--- src/rtl/reset_seq_pkg.sv ---
`default_nettype none
// reset_seq_pkg: shared state encoding and timing constants for the
// video-pipeline reset sequencer.
package reset_seq_pkg;

   typedef enum logic [2:0] {
      S_IDLE     = 3'd0,
      S_ASSERT   = 3'd1,
      S_HOLD     = 3'd2,
      S_WAIT_ACK = 3'd3,
      S_GAP      = 3'd4,
      S_FAULT    = 3'd5
   } seq_state_t;

   localparam int DEF_CNT_W   = 23;
   localparam int DEF_GAP     = 2097152;
   localparam int DEF_TIMEOUT = 4194303;

   // Short timings so a full sequence fits in a few dozen cycles of simulation.
   localparam int SIM_GAP     = 4;
   localparam int SIM_TIMEOUT = 8;

endpackage
`default_nettype wire

--- src/rtl/seq_delay_cnt.sv ---
`default_nettype none
// seq_delay_cnt: delay counter with synchronous clear and enable; tc flags
// cnt == limit-1 and also freezes the count so it can never wrap.
module seq_delay_cnt
   import reset_seq_pkg::*;
#(
   parameter int CNT_W = DEF_CNT_W
) (
   input  logic             clk,
   input  logic             rst,
   input  logic             clr,
   input  logic             en,
   input  logic [CNT_W-1:0] limit,
   output logic             tc
);

   logic [CNT_W-1:0] cnt;

   always_ff @(posedge clk or posedge rst) begin
      if (rst) begin
         cnt <= '0;
      end else if (clr) begin
         cnt <= '0;
      end else if (en && !tc) begin
         cnt <= cnt + CNT_W'(1);
      end
   end

   assign tc = (cnt == (limit - CNT_W'(1)));

endmodule
`default_nettype wire

--- src/rtl/reset_sequencer.sv ---
`default_nettype none
// reset_sequencer: staggered assert (last stage first) and ack-gated release
// (first stage first) of N_STAGE active-low downstream resets.
module reset_sequencer
   import reset_seq_pkg::*;
#(
   parameter int N_STAGE = 3,
   parameter int GAP     = DEF_GAP,
   parameter int TIMEOUT = DEF_TIMEOUT,
   parameter int CNT_W   = DEF_CNT_W
) (
   input  logic               iCLK,
   input  logic               iRST,
   input  logic               iREQ,
   input  logic [N_STAGE-1:0] iACK,
   output logic [N_STAGE-1:0] oRST,
   output logic               oBUSY,
   output logic               oDONE,
   output logic               oFAULT,
   output logic [1:0]         oSTAGE
);

   localparam logic [1:0]       LAST    = 2'(N_STAGE - 1);
   localparam logic [CNT_W-1:0] GAP_LIM = CNT_W'(GAP);
   localparam logic [CNT_W-1:0] TO_LIM  = CNT_W'(TIMEOUT);

   seq_state_t         state, state_nxt;
   logic [1:0]         k, k_nxt;
   logic [N_STAGE-1:0] stage_rst, stage_rst_nxt;
   logic               busy, busy_nxt;
   logic               done, done_nxt;
   logic               fault, fault_nxt;
   logic               cnt_clr, cnt_en, tc;
   logic [CNT_W-1:0]   cnt_limit;

   seq_delay_cnt #(.CNT_W(CNT_W)) u_cnt (
      .clk   (iCLK),
      .rst   (iRST),
      .clr   (cnt_clr),
      .en    (cnt_en),
      .limit (cnt_limit),
      .tc    (tc)
   );

   assign cnt_en = (state != S_IDLE) && (state != S_FAULT);

   always_ff @(posedge iCLK or posedge iRST) begin
      if (iRST) begin
         state     <= S_HOLD;
         k         <= 2'd0;
         stage_rst <= '0;
         busy      <= 1'b1;
         done      <= 1'b0;
         fault     <= 1'b0;
      end else begin
         state     <= state_nxt;
         k         <= k_nxt;
         stage_rst <= stage_rst_nxt;
         busy      <= busy_nxt;
         done      <= done_nxt;
         fault     <= fault_nxt;
      end
   end

   always_comb begin
      state_nxt     = state;
      k_nxt         = k;
      stage_rst_nxt = stage_rst;
      busy_nxt      = busy;
      done_nxt      = 1'b0;
      fault_nxt     = fault;
      cnt_clr       = 1'b0;
      cnt_limit     = GAP_LIM;
      case (state)
         S_IDLE: begin
            cnt_clr  = 1'b1;
            busy_nxt = 1'b0;
            if (iREQ) begin
               state_nxt           = S_ASSERT;
               k_nxt               = LAST;
               stage_rst_nxt[LAST] = 1'b0;
               busy_nxt            = 1'b1;
            end
         end
         S_ASSERT: begin
            if (tc) begin
               cnt_clr = 1'b1;
               if (k != 2'd0) begin
                  k_nxt                    = k - 2'd1;
                  stage_rst_nxt[k - 2'd1]  = 1'b0;
               end else begin
                  state_nxt = S_HOLD;
               end
            end
         end
         S_HOLD: begin
            stage_rst_nxt = '0;
            if (tc) begin
               stage_rst_nxt[0] = 1'b1;
               k_nxt            = 2'd0;
               cnt_clr          = 1'b1;
               state_nxt        = S_WAIT_ACK;
            end
         end
         S_WAIT_ACK: begin
            cnt_limit = TO_LIM;
            // An ack arriving on the timeout cycle still counts.
            if (iACK[k]) begin
               cnt_clr = 1'b1;
               if (k == LAST) begin
                  state_nxt = S_IDLE;
                  done_nxt  = 1'b1;
                  busy_nxt  = 1'b0;
               end else begin
                  state_nxt = S_GAP;
                  k_nxt     = k + 2'd1;
               end
            end else if (tc) begin
               cnt_clr       = 1'b1;
               state_nxt     = S_FAULT;
               fault_nxt     = 1'b1;
               stage_rst_nxt = '0;
               busy_nxt      = 1'b0;
            end
         end
         S_GAP: begin
            if (tc) begin
               stage_rst_nxt[k] = 1'b1;
               cnt_clr          = 1'b1;
               state_nxt        = S_WAIT_ACK;
            end
         end
         S_FAULT: begin
            cnt_clr       = 1'b1;
            stage_rst_nxt = '0;
            if (iREQ) begin
               fault_nxt = 1'b0;
               busy_nxt  = 1'b1;
               k_nxt     = LAST;
               state_nxt = S_ASSERT;
            end
         end
         default: begin
            cnt_clr       = 1'b1;
            stage_rst_nxt = '0;
            state_nxt     = S_HOLD;
         end
      endcase
   end

   assign oRST   = stage_rst;
   assign oBUSY  = busy;
   assign oDONE  = done;
   assign oFAULT = fault;
   assign oSTAGE = k;

endmodule
`default_nettype wire

--- config.mk ---
export PLATFORM = sky130hd
export DESIGN_NAME = reset_sequencer
export DESIGN_NICKNAME = d
export VERILOG_FILES = /design/src/rtl/reset_seq_pkg.sv /design/src/rtl/seq_delay_cnt.sv /design/src/rtl/reset_sequencer.sv
export SDC_FILE = /design/constraint.sdc
export NUM_CORES = 1
export LEC_CHECK = 0
export CORE_UTILIZATION = 40
export DETAILED_ROUTE_END_ITERATION = 10
export PLACE_DENSITY = 0.55
export SETUP_SLACK_MARGIN = 0.4
export SYNTH_ARGS = -nofsm -noshare
export SYNTH_HDL_FRONTEND = slang
export SYNTH_SLANG_ARGS = --single-unit
--- constraint.sdc ---
create_clock -name iCLK -period 4.8 [get_ports iCLK]
set_input_delay 0.48 -clock iCLK [delete_from_list [all_inputs] [get_ports iCLK]]
set_output_delay 0.48 -clock iCLK [all_outputs]
set_load 0.02 [all_outputs]
-- After elaboration in Yosys (flattened, before gate mapping)
Index checks and enable logic that the tools add are counted.
- flip-flop bits (word level): 34
- input port bits: 6
- output and inout bits: 8
- word-level logic and storage cells: 111
- $add $sub $neg: 4
- $lt $le $gt $ge: 4
- equality and inequality tests: 23
- muxes and demuxes: 47
- bitwise operators: 4
- reduce and logical (&&, ||, !) cells: 21
- operators by type and width (cell ; number):
    23-bit 2-to-1 mux ; 2
    3-bit 2-to-1 mux ; 12
    23-bit by 1-bit adder with 23-bit output, second input constant ; 1
    23-bit equality test ; 1
    22-bit by 1-bit subtractor with 23-bit output, second input constant ; 1
    21-bit 2-to-1 mux ; 1
    1-bit 2-to-1 mux ; 16
    2-bit != test, second input constant ; 7
    2-bit 2-to-1 mux ; 6
    2-bit by 1-bit != test with 1-bit output, second input constant ; 6
    3-bit one-hot mux with 4 select lines ; 1
    6-bit AND reduction ; 2
    2-bit one-hot mux with 5 select lines ; 1
    2-bit one-hot mux with 4 select lines ; 1
    4-bit AND reduction ; 2
    7-bit AND reduction ; 1
    3-bit by 2-bit equality test with 1-bit output, second input constant ; 2
    3-bit equality test, second input constant ; 2
    2-bit by 3-bit less-than comparator with 1-bit output, second input constant ; 2
    3-bit != test, second input constant ; 2
    2-bit nonzero test ; 3
    3-bit nonzero test ; 2
    5-bit AND reduction ; 1
    1-bit demux with 2-bit select ; 2
    other kinds (20) ; 26

-- Depth between registers and ports, before layout
- depth after elaboration: 10
- depth in mapped cells: 10
- gate-level depth less buffers: 7

-- Hierarchy
A second synthesis with hierarchy kept.
- cells, all modules: 374
- area, all modules: 3138.0 µm²
- modules (own cells, without submodules) (module ; instances ; cells an instance ; area an instance (µm²) ; seq. area each (µm²)):
    seq_delay_cnt ; 1 ; 255 ; 2185.8 ; 575.6
    reset_sequencer ; 1 ; 119 ; 952.2 ; 277.8

-- Worst setup path before layout
OpenSTA, ideal clock, no wires.
- path kind: reg-to-reg
- start: register state[1]
- end: register stage_rst[0], in the netlist oRST[0]
- library setup time: 0.125 ns
- data arrival time: 2.139 ns
- data required time: 4.675 ns
- setup slack: 2.537 ns
- stages on the path, launching flop included: 8
- buffers on the path: 1
- clock period less this slack: 2.263 ns
- cell sequence: dfstp_2 -> nand3b_4 -> or3b_1 -> a2111o_1 -> buf_6 -> nor3_1 -> a211o_2 -> mux2_2
- longest elaborated chain between the ends: 6
- elaborated cells on any way between the ends: 17
- those cells by class: add/sub: 1; eq/ne: 10; mux: 3; bitwise: 1; reduce/logical: 2
- ends and longest elaborated chain (item ; line ; RTL):
    from (decl) ; reset_sequencer.sv:27 ; seq_state_t state, state_nxt;
    from (signal assigned) ; reset_sequencer.sv:56 ; state <= state_nxt;
    3-bit by 2-bit equality test with 1-bit output ; reset_sequencer.sv:74 ; case (state)
    21-bit 2-to-1 mux ; reset_sequencer.sv:74 ;
    22-bit by 1-bit subtractor with 23-bit output ; seq_delay_cnt.sv:29 ; assign tc = (cnt == (limit - CNT_W'(1)));
    23-bit equality test ; seq_delay_cnt.sv:29 ;
    1-bit 2-to-1 mux / 2-bit by 1-bit != test with 1-bit output (equally long branches) ; n/a ;
    2-bit one-hot mux with 5 select lines / 6-bit AND reduction (equally long branches) ; n/a ;
    to (signal assigned) ; reset_sequencer.sv:58 ; stage_rst <= stage_rst_nxt;
    to (decl) ; reset_sequencer.sv:29 ; logic [N_STAGE-1:0] stage_rst, stage_rst_nxt;
Several ways; a longest one is shown, not always the timed one.
A chain may end at the register's enable or synchronous reset.

-- Final worst setup path
- start: register state[1]
- end: register state[2]
- longest elaborated chain between the ends: 6
- elaborated cells on any way between the ends: 18
- those cells by class: add/sub: 1; eq/ne: 11; mux: 2; reduce/logical: 4
- ends and longest elaborated chain (item ; line):
    3-bit by 2-bit equality test with 1-bit output ; reset_sequencer.sv:74
    21-bit 2-to-1 mux ; reset_sequencer.sv:74
    22-bit by 1-bit subtractor with 23-bit output ; seq_delay_cnt.sv:29
    23-bit equality test ; seq_delay_cnt.sv:29
    3-bit by 2-bit != test with 1-bit output (no source line) / 2-bit by 1-bit != test with 1-bit output (equally long branches) ; n/a
    5-bit AND reduction (no source line) ; n/a
Several ways; a longest one is shown, not always the timed one.

==> run metrics <==
drt initial violations=111; met1 usage=0.263; Critical Path Start Type=register; share of layout cells above drive strength 1=0.0691; post-synthesis sequential area ratio=0.412; Clk network pwr share=0.213; PwrDens=523 nW/um^2; number of global-route vias before repair=1541; first-pass iteration count of the detailed router=4; busiest grt layer=met1; Worst Path Required=4.97 ns; status=complete, no violations; Post-synth EDFFs=0; Vias=1674; cell internal pwr=696 uW; P_sw=523 uW; Routed WL=4300 um; Crit Path Class=reg -> reg; global route overflow=0; area of the multi-input gates=1100 um^2; Hold Path Class=reg -> reg; Clock Tree Buf Depth=2; num rows=25; max cap viols=0; Worst Path Max Fanout=29; CP Capture Type=register; Sw Share=0.429; die height=73.9 um; reg-to-reg slack, setup=1.90 ns; Starting Density=0.427; Slew Viols, Final=0; Min Hold Slack=0.497 ns; I/O Buffers=13; vias per cell=5.35; Mapped Area=2070 um^2; diode count=0; Clock Sinks=34; RSZ-0062 raised after global routing=false; FILL cells=471; clock slew at reported path FFs=0.07 ns; fmax=344 MHz; sequential share of power=0.359; Least-Margin Pin Slew=0.605 ns; crit path time final=2.90 ns; drt drc=0; post-synthesis instance total=237; Post-layout nets=257; CTS Buf Count=5; CTS tree=yes; dpl ws=1.89 ns; register area=853 um^2; area delta synth->final=12.6%; Post-CTS Setup Inserts=0; post-synthesis register bit count=34; clk_lat worst skew=0.28 ns; met3 Usage GRT=0.0339; post_cts resized=0; average size of a mapped cell=8.73 um^2; initial antenna violation count=0; Data arrival, critical path=3.08 ns; Clock Skew=0.00963 ns; DP Wirelength=2950 um; final setup margin=1.90 ns; maximum resistive drop on vdd=0.000299 V; CTS H-tree depth=2; Fin Setup TNS=0 ns; die span in x=73.9 um; GRT met2 Usage=0.263; post-route ant nets=0; combinational share of power=0.428; Boundary Pins=14; final hold vios=0; Netlist cell types=49; Setup-failing EPs final=0; Slew HR=0.594; GRT Overall Usage=0.179; die area=5470 um^2; first-pass GRT wire length=7440 um; final core occ=0.481; largest net degree at the start of global routing=35; Post-synth ARST share=1.00; RD Place Congestion=0.771; Core ar.=4850 um^2; DR WL/cell=13.7 um; Final Cycle Share=0.605; hold_buf cts=0; Synth warnings=0; top_reg_cell synth=dfrtp_1; Clock Tree Root=clkbuf_8; Leak=0.000935 uW; Syn Nets=249
## cells in the final DEF (no fill, tap or decap), drive strengths merged, types with 3 or more instances in the layout
cell	Yosys	routed
nand2b	3	3
nand2	16	16
nor3	9	9
nor2	30	30
clkbuf	6	5
xor2	9	9
clkdlybuf4s50	0	13
a31oi	4	4
xnor2	8	8
dfrtp	32	32
nand4	3	3
ha	6	6
nand3	14	14
o21ai	17	17
inv	10	10
or3	7	7
nand3b	4	4
a21oi	18	18
## layout make-up
| cell class | instances | share of cell area |
|---|---|---|
| Tap cell | 67 | 0.0360 |
| Clock inverter | 3 | 0.0193 |
| Multi-Input combinational cell | 180 | 0.474 |
| Clock buffer | 5 | 0.0295 |
| Timing Repair Buffer | 14 | 0.0591 |
| Sequential cell | 34 | 0.366 |
| Inverter | 10 | 0.0161 |
## cells by family (layout without fill, tap and decap cells)
kind of cell / after synthesis / after routing / synth area share
AO/OA/AOI/OAI: 55 / 55 / 0.163
XOR/XNOR: 17 / 17 / 0.0720
multiplexers: 3 / 3 / 0.0157
flip-flops: 34 / 34 / 0.412
adder cells (fa/ha/maj): 6 / 6 / 0.0363
AND/OR/NAND/NOR: 99 / 99 / 0.247
buffers and inverters: 23 / 32 / 0.0544
## per-stage QoR
| step | power, uW | cell area (um^2) | instances |
|---|---|---|---|
| after floorplan | 853 | 2070 | 237 |
| after global placement | 971 | 2220 | 305 |
| after detailed placement | 967 | 2220 | 305 |
| after CTS | 1240 | 2330 | 313 |
| after global routing | 1330 | 2330 | 313 |
| final | 1220 | 2330 | 313 |
## cell usage after synthesis, drive strengths merged (2+ instances only)
| cell type | number | share of area |
|---|---|---|
| a2111o | 2 | 0.011 |
| a211oi | 2 | 0.0073 |
| a21oi | 18 | 0.044 |
| a31oi | 4 | 0.012 |
| and2b | 2 | 0.0073 |
| and3 | 2 | 0.0060 |
| and4 | 2 | 0.0085 |
| buf | 7 | 0.025 |
| clkbuf | 6 | 0.011 |
| dfrtp | 32 | 0.39 |
| dfstp | 2 | 0.025 |
| ha | 6 | 0.036 |
| inv | 10 | 0.018 |
| mux2 | 2 | 0.011 |
| nand2 | 16 | 0.029 |
| nand2b | 3 | 0.0091 |
| nand3 | 14 | 0.036 |
| nand3b | 4 | 0.021 |
| nand4 | 3 | 0.0091 |
| nor2 | 30 | 0.054 |
| nor3 | 9 | 0.022 |
| o21ai | 17 | 0.041 |
| o22ai | 2 | 0.0060 |
| or2 | 2 | 0.0060 |
| or3 | 7 | 0.021 |
| xnor2 | 8 | 0.034 |
| xor2 | 9 | 0.038 |
## metal layers
| layer | share of wire | vias to the layer above |
|---|---|---|
| li1 | - | 850 |
| met1 | 0.51 | 785 |
| met2 | 0.43 | 34 |
| met3 | 0.051 | 5 |
| met4 | 0.012 | 0 |
| met5 | 0 | - |
## power groups by stage
stage	clock network (uW)	registers, uW	logic [uW]
5_1_grt	281	455	590
3_3_place_gp	0	442	529
6_report	260	437	522
2_1_floorplan	0	401	452
4_1_cts	269	437	529
3_5_place_dp	0	442	524
## worst max-delay path: stages, from the launching register on
cell      delay (ns)
dfstp_2         0.80
nand3b_4        0.13
or3b_1          0.37
a2111o_1        0.54
nand3_2         0.50
o21ai_0         0.17
a22o_1          0.26
## sequential cells by signal, indices dropped and copies added (netlist names)
signal,cells
u_cnt.cnt,23
oDONE,1
oFAULT,1
oBUSY,1
oSTAGE,2
state,3
oRST,3
## path summary, 6_finish.rpt
path                                from  endpoint  cells past startpoint
min in group asynchronous           iRST   oRST[0]                      3
worst min register to register     oBUSY     oBUSY                      2
max in group asynchronous           iRST     oBUSY                      3
worst max-delay path            state[1]  state[2]                      6
worst min-delay path               oBUSY     oBUSY                      2
worst max register to register  state[1]  state[2]                      6
(Power assumes the default switching activity.)
